## config.mk

```make
export PLATFORM = sky130hd
export DESIGN_NAME = smpl_test_ctrl
export DESIGN_NICKNAME = d
export VERILOG_FILES = /design/src/rtl/smpl_test_ctrl.sv
export SDC_FILE = /design/constraint.sdc
export NUM_CORES = 1
export LEC_CHECK = 0
export CAP_MARGIN = 20
export CORE_MARGIN = 2
export CORE_UTILIZATION = 35
export DETAILED_ROUTE_END_ITERATION = 12
export PLACE_DENSITY = 0.58
export SLEW_MARGIN = 25
export SYNTH_ARGS = -nofsm -noshare
export SYNTH_HDL_FRONTEND = slang
export SYNTH_SLANG_ARGS = --single-unit
export TNS_END_PERCENT = 5
```

## constraint.sdc

```tcl
create_clock -name clk -period 2.5 [get_ports clk]
set_clock_uncertainty 0.1 [all_clocks]
set_input_delay 0.25 -clock clk [delete_from_list [all_inputs] [get_ports clk]]
set_output_delay 0.25 -clock clk [all_outputs]
set_load 0.1 [all_outputs]
```

## src/rtl/smpl_test_ctrl.sv

```systemverilog
`timescale 1ns/1ps
`default_nettype none
// ============================================================================
//  Module   : smpl_test_ctrl
//  Purpose  : Issues samples into a fixed-latency test pipeline, counts the
//             hits that come back per triangle, and queues one count record
//             per triangle in a small FIFO. Credits are tracked so that a
//             returning record always has a free FIFO slot.
//  Ports    : clk, rst (async, active-low)
//             cfg_en_i                      - enable sample acceptance
//             smp_valid_i/smp_last_i/smp_ready_o/smp_go_o - sample handshake
//             hit_i                         - hit result in the return slot
//             rec_valid_o/rec_ready_i       - record handshake
//             rec_cnt_o/rec_tid_o/rec_sat_o - record payload
//             state_o (IDLE=0, RUN=1, DRAIN=2), idle_o
//  Revision : 1.0 - initial release
// ============================================================================
module smpl_test_ctrl #(
    parameter int PIPE_DEPTH = 3,
    parameter int FIFO_DEPTH = 4,
    parameter int CNT_W      = 16,
    parameter int TID_W      = 8
) (
    input  logic             clk,
    input  logic             rst,
    input  logic             cfg_en_i,
    input  logic             smp_valid_i,
    input  logic             smp_last_i,
    output logic             smp_ready_o,
    output logic             smp_go_o,
    input  logic             hit_i,
    output logic             rec_valid_o,
    input  logic             rec_ready_i,
    output logic [CNT_W-1:0] rec_cnt_o,
    output logic [TID_W-1:0] rec_tid_o,
    output logic             rec_sat_o,
    output logic [1:0]       state_o,
    output logic             idle_o
);

    localparam int PTR_W  = (FIFO_DEPTH > 1) ? $clog2(FIFO_DEPTH) : 1;
    localparam int FCNT_W = $clog2(FIFO_DEPTH + 1);
    localparam int LIF_W  = $clog2(PIPE_DEPTH + 1);
    localparam int CRED_W = FCNT_W + LIF_W;

    localparam logic [1:0]        c_IDLE    = 2'd0;
    localparam logic [1:0]        c_RUN     = 2'd1;
    localparam logic [1:0]        c_DRAIN   = 2'd2;
    localparam logic [CNT_W-1:0]  c_CNT_MAX = '1;
    localparam logic [CRED_W-1:0] c_CREDITS = CRED_W'(FIFO_DEPTH);

    logic [1:0]            r_state;
    logic [1:0]            w_state_nxt;
    logic [PIPE_DEPTH-1:0] r_tag_v;
    logic [PIPE_DEPTH-1:0] r_tag_l;
    logic [CNT_W-1:0]      r_cnt;
    logic                  r_sat;
    logic [TID_W-1:0]      r_tid;

    logic [CNT_W-1:0]      r_mem_cnt [FIFO_DEPTH];
    logic [TID_W-1:0]      r_mem_tid [FIFO_DEPTH];
    logic                  r_mem_sat [FIFO_DEPTH];
    logic [PTR_W-1:0]      r_wr_ptr;
    logic [PTR_W-1:0]      r_rd_ptr;
    logic [FCNT_W-1:0]     r_fcount;

    logic                  w_ret_valid;
    logic                  w_ret_last;
    logic                  w_push;
    logic                  w_pop;
    logic                  w_blocked;
    logic [CNT_W-1:0]      w_cnt_nxt;
    logic                  w_sat_nxt;
    logic [LIF_W-1:0]      w_lif;
    logic [CRED_W-1:0]     w_credit;
    logic                  w_in_flight;

    // ------------------------------------------------------------------
    // Credit check: every last in flight will need a FIFO slot when it
    // returns, so it is charged against the FIFO before it is issued.
    // ------------------------------------------------------------------
    always_comb begin
        w_lif = '0;
        for (int i = 0; i < PIPE_DEPTH; i++) begin
            w_lif = w_lif + LIF_W'(r_tag_v[i] & r_tag_l[i]);
        end
    end

    assign w_credit    = CRED_W'(r_fcount) + CRED_W'(w_lif);
    assign w_in_flight = |r_tag_v;

    assign smp_ready_o = (r_state == c_RUN) && cfg_en_i && (w_credit < c_CREDITS);
    assign smp_go_o    = smp_valid_i & smp_ready_o;

    // Return slot is the oldest pipeline stage.
    assign w_ret_valid = r_tag_v[PIPE_DEPTH-1];
    assign w_ret_last  = r_tag_l[PIPE_DEPTH-1];

    // Saturating increment; a blocked increment sets the sticky flag.
    assign w_blocked = hit_i && (r_cnt == c_CNT_MAX);
    assign w_cnt_nxt = (hit_i && !w_blocked) ? (r_cnt + CNT_W'(1)) : r_cnt;
    assign w_sat_nxt = r_sat | w_blocked;

    assign w_push = w_ret_valid & w_ret_last;
    assign w_pop  = rec_valid_o & rec_ready_i;

    // ------------------------------------------------------------------
    // FSM
    // ------------------------------------------------------------------
    always_comb begin
        w_state_nxt = r_state;
        case (r_state)
            c_IDLE:  if (cfg_en_i) w_state_nxt = c_RUN;
            c_RUN:   if (!cfg_en_i) w_state_nxt = c_DRAIN;
            c_DRAIN: begin
                if (cfg_en_i) begin
                    w_state_nxt = c_RUN;
                end else if (!w_in_flight) begin
                    w_state_nxt = c_IDLE;
                end
            end
            default: w_state_nxt = c_IDLE;
        endcase
    end

    always_ff @(posedge clk or negedge rst) begin
        if (!rst) begin
            r_state <= c_IDLE;
        end else begin
            r_state <= w_state_nxt;
        end
    end

    // ------------------------------------------------------------------
    // Tag pipeline
    // ------------------------------------------------------------------
    always_ff @(posedge clk or negedge rst) begin
        if (!rst) begin
            r_tag_v <= '0;
            r_tag_l <= '0;
        end else begin
            r_tag_v[0] <= smp_go_o;
            r_tag_l[0] <= smp_last_i;
            for (int i = PIPE_DEPTH - 1; i > 0; i--) begin
                r_tag_v[i] <= r_tag_v[i-1];
                r_tag_l[i] <= r_tag_l[i-1];
            end
        end
    end

    // ------------------------------------------------------------------
    // Per-triangle hit counter. A partial count survives IDLE untouched.
    // ------------------------------------------------------------------
    always_ff @(posedge clk or negedge rst) begin
        if (!rst) begin
            r_cnt <= '0;
            r_sat <= 1'b0;
            r_tid <= '0;
        end else if (w_ret_valid) begin
            if (w_ret_last) begin
                r_cnt <= '0;
                r_sat <= 1'b0;
                r_tid <= r_tid + TID_W'(1);
            end else begin
                r_cnt <= w_cnt_nxt;
                r_sat <= w_sat_nxt;
            end
        end
    end

    // ------------------------------------------------------------------
    // Record FIFO (pointers wrap naturally: depth is a power of two)
    // ------------------------------------------------------------------
    always_ff @(posedge clk) begin
        if (w_push) begin
            r_mem_cnt[r_wr_ptr] <= w_cnt_nxt;
            r_mem_tid[r_wr_ptr] <= r_tid;
            r_mem_sat[r_wr_ptr] <= w_sat_nxt;
        end
    end

    always_ff @(posedge clk or negedge rst) begin
        if (!rst) begin
            r_wr_ptr <= '0;
            r_rd_ptr <= '0;
            r_fcount <= '0;
        end else begin
            if (w_push) r_wr_ptr <= r_wr_ptr + PTR_W'(1);
            if (w_pop)  r_rd_ptr <= r_rd_ptr + PTR_W'(1);
            case ({w_push, w_pop})
                2'b10:   r_fcount <= r_fcount + FCNT_W'(1);
                2'b01:   r_fcount <= r_fcount - FCNT_W'(1);
                default: r_fcount <= r_fcount;
            endcase
        end
    end

    // Payload is forced to zero when empty so reset/empty outputs are clean.
    assign rec_valid_o = (r_fcount != '0);
    assign rec_cnt_o   = rec_valid_o ? r_mem_cnt[r_rd_ptr] : '0;
    assign rec_tid_o   = rec_valid_o ? r_mem_tid[r_rd_ptr] : '0;
    assign rec_sat_o   = rec_valid_o ? r_mem_sat[r_rd_ptr] : 1'b0;

    assign state_o = r_state;
    assign idle_o  = !w_in_flight && (r_fcount == '0);

endmodule
`default_nettype wire

```

==> results.cfg <==
[status]
outcome = finished with violations
violations = negative setup slack

[yosys]
synth_area_per_cell_um2 = 15.47
ys_seq_elements = 140
synth_ff_type = edfxtp_1
synth_cell_types = 53
synthArstFlopShare = 0.2857
synth-edff-count = 100
yosys_warnings = 0
ys_seq_area_frac = 0.6536
netlist_instances = 396
syn-num-nets = 413
netlist_area_um2 = 6126

[critical_path]
worst_setup_path_start_kind = flip-flop
endpoint_kind = primary output
worstPathRequired_ns = 2.15
cp_top_family = adder cells
worst_path_max_delay_cell = dfrtp_1
crit_buf_inv = 2
crit_path_max_fanout = 2
cpPeakStageDelay_ns = 0.41
worstSetupPathType = reg2out
arrival_ns = 2.20
path_cells = nand2_4 -> inv_2 -> fa_2 -> ha_2 -> nor2_4 -> nand3_2 -> a41oi_4 -> and2_4 -> buf_12

[place]
gp_congestion = 0.8196
hpwl_mm = 7.610
portBuffers = 37
dpl_cell_area_um2 = 7139
dp.cells = 654

[drt]
drcViolationCount = 0
vias = 3542
ant_nets = 0
drtIter0Drc = 217
vias_per_cell = 5.141
wire_per_inst_um = 17.18
totalWireLength_mm = 11.84
drtPass1Iterations = 4

[global_route]
grt_usage = 0.1425
grt_max_degree = 41
antenna_found_initial = 0
grt_pass1_vias = 3695
overflow = 0
grt_pass1_wl_mm = 19.69

[clocking]
clkLatencyLatePin_ns = 0.42
cts.sinks = 140
path_clk_slew_ns = 0.06
numCtsBuffers = 17
root_buffer = clkbuf_16
cts_max_path_buffers = 2
cts_tree = done
htree_levels = 4

[timing]
rsz0062_at_grt = true
slew-limit-headroom = 0.5640
worstMarginPinSlew_ns = 0.6471
finalCriticalPeriod_ns = 2.549
setup_violations = 2
min_period_over_period = 1.019
slew_violations = 0
max_freq_ghz = 0.3924
finalHoldViolCount = 0
post-route-worst-setup-slack_ns = -0.04872

[finish]
nets = 468
design_area_um2 = 7757
n_antenna_cell = 0
syn_to_final_growth_pct = 26.63
fillers = 1515
final_cells = 689
drive_above_1_share = 0.2759

[pwr]
p_total_mw = 10.13
pwr_density_cell_nw_per_um2 = 1306
leakagePower_nw = 2.842
ir_worst_vdd_v = 0.0006237

[job]
timing.max_cap.violations = 0

[floorplan]
die_h_um = 136.3
die_w_um = 136.3
core-area_um2 = 17180
io_pins = 38
start_util = 0.3566
fp-row-count = 48
die-area_um2 = 18580

[min_path]
min_path_type = in2reg
==> cells in the mapped netlist, types with 7 or more instances <==
| library cell | count | area share |
|---|---|---|
| xnor2_1 | 19 | 0.027 |
| clkbuf_1 | 10 | 0.0061 |
| o21ai_0 | 7 | 0.0057 |
| and2_1 | 28 | 0.029 |
| inv_1 | 13 | 0.0080 |
| nand3_1 | 10 | 0.0082 |
| nand2_1 | 24 | 0.015 |
| dfrtp_1 | 40 | 0.16 |
| edfxtp_1 | 100 | 0.49 |
| nor3_1 | 7 | 0.0057 |
| mux4_2 | 25 | 0.092 |
| buf_2 | 11 | 0.0090 |
| nor2_1 | 14 | 0.0086 |
| ha_1 | 8 | 0.016 |
==> path summary, 6_finish.rpt <==
check,start,to,slack [ns],cells past startpoint
max,r_tag_l[2],smp_go_o,-0.05,9
min,smp_last_i,r_tag_l[0],0.17,1
max reg2reg,r_cnt[0],r_mem_cnt[0][14],0.29,5
min reg2reg,r_tag_l[1],r_tag_l[2],0.28,0
max in group asynchronous,rst,r_tid[7],1.65,2
min in group asynchronous,rst,r_cnt[3],0.27,2
==> metal layers <==
metal | global-route usage | wire, µm
met2 | 0.2292 | 5788
met1 | 0.1836 | 5417
met4 | 0.06366 | 156
met3 | 0.03393 | 476
met5 | 0 | 0
==> metrics by stage <==
stage	util	setup slack, ns	TNS [ns]	hold slack, ns
after floorplan	-	-0.4362	-0.8656	-0.1456
after global placement	0.4156	0.2546	0	0.2503
after detailed placement	0.4156	0.09464	0	0.2640
after CTS	0.4512	-0.09989	-0.1568	0.1499
after global routing	0.4516	-0.1678	-0.2928	0.1486
final	0.4516	-0.04872	-0.05375	0.1707
==> cell type report <==
cell class | instances | area (µm²) | share of cell area
sequential | 140 | 4004 | 0.5161
multi-input combinational | 221 | 2023 | 0.2608
timing repair buffer | 57 | 818.3 | 0.1055
clock buffer | 17 | 425.4 | 0.05484
tap | 225 | 281.5 | 0.03629
clock inverter | 15 | 152.6 | 0.01968
inverter | 14 | 52.55 | 0.006774
==> cells in the final DEF (no fill, tap or decap), types with 7 or more instances in the layout <==
cell,instances
edfxtp_1,100
mux4_2,25
nand2_1,23
xnor2_1,19
o21ai_0,7
buf_4,21
clkbuf_16,17
ha_1,7
and2_1,27
nand3_1,9
inv_1,12
nor2_1,13
buf_12,30
nor3_1,7
dfrtp_1,40
==> flip-flops by register name, summed over array words and instances, names as in the netlist <==
signal and count:
r_cnt 16, r_fcount 3, r_mem_cnt 64, r_mem_sat 4
r_mem_tid 32, r_rd_ptr 2, r_sat 1, r_tag_l 3
r_tag_v 3, r_tid 8, r_wr_ptr 2, state_o 2
==> power by group <==
part	internal [mW]	switching [mW]
Sequential	2.76	0.216
Combinational	1.74	3.00
Clock	1.40	1.02
==> logic make-up after synthesis <==
| kind of cell | share of synthesized area |
|---|---|
| XOR/XNOR | 0.03288 |
| flip-flops | 0.6536 |
| multiplexers | 0.09355 |
| adder cells (fa/ha/maj) | 0.02288 |
| buffers and inverters | 0.02369 |
| AO/OA/AOI/OAI | 0.05617 |
| AND/OR/NAND/NOR | 0.1172 |
==> timing repair <==
item | 4_1_cts | 5_1_grt
pin swaps | 2 | 1
setup endpoints to repair | 2 | 2
hold buffers | 1 | 0
resized for setup | 2 | 1
hold endpoints to repair | 40 | 0
buffers inserted | 2 | 0
Note: power is estimated with default switching activity, not from simulation.
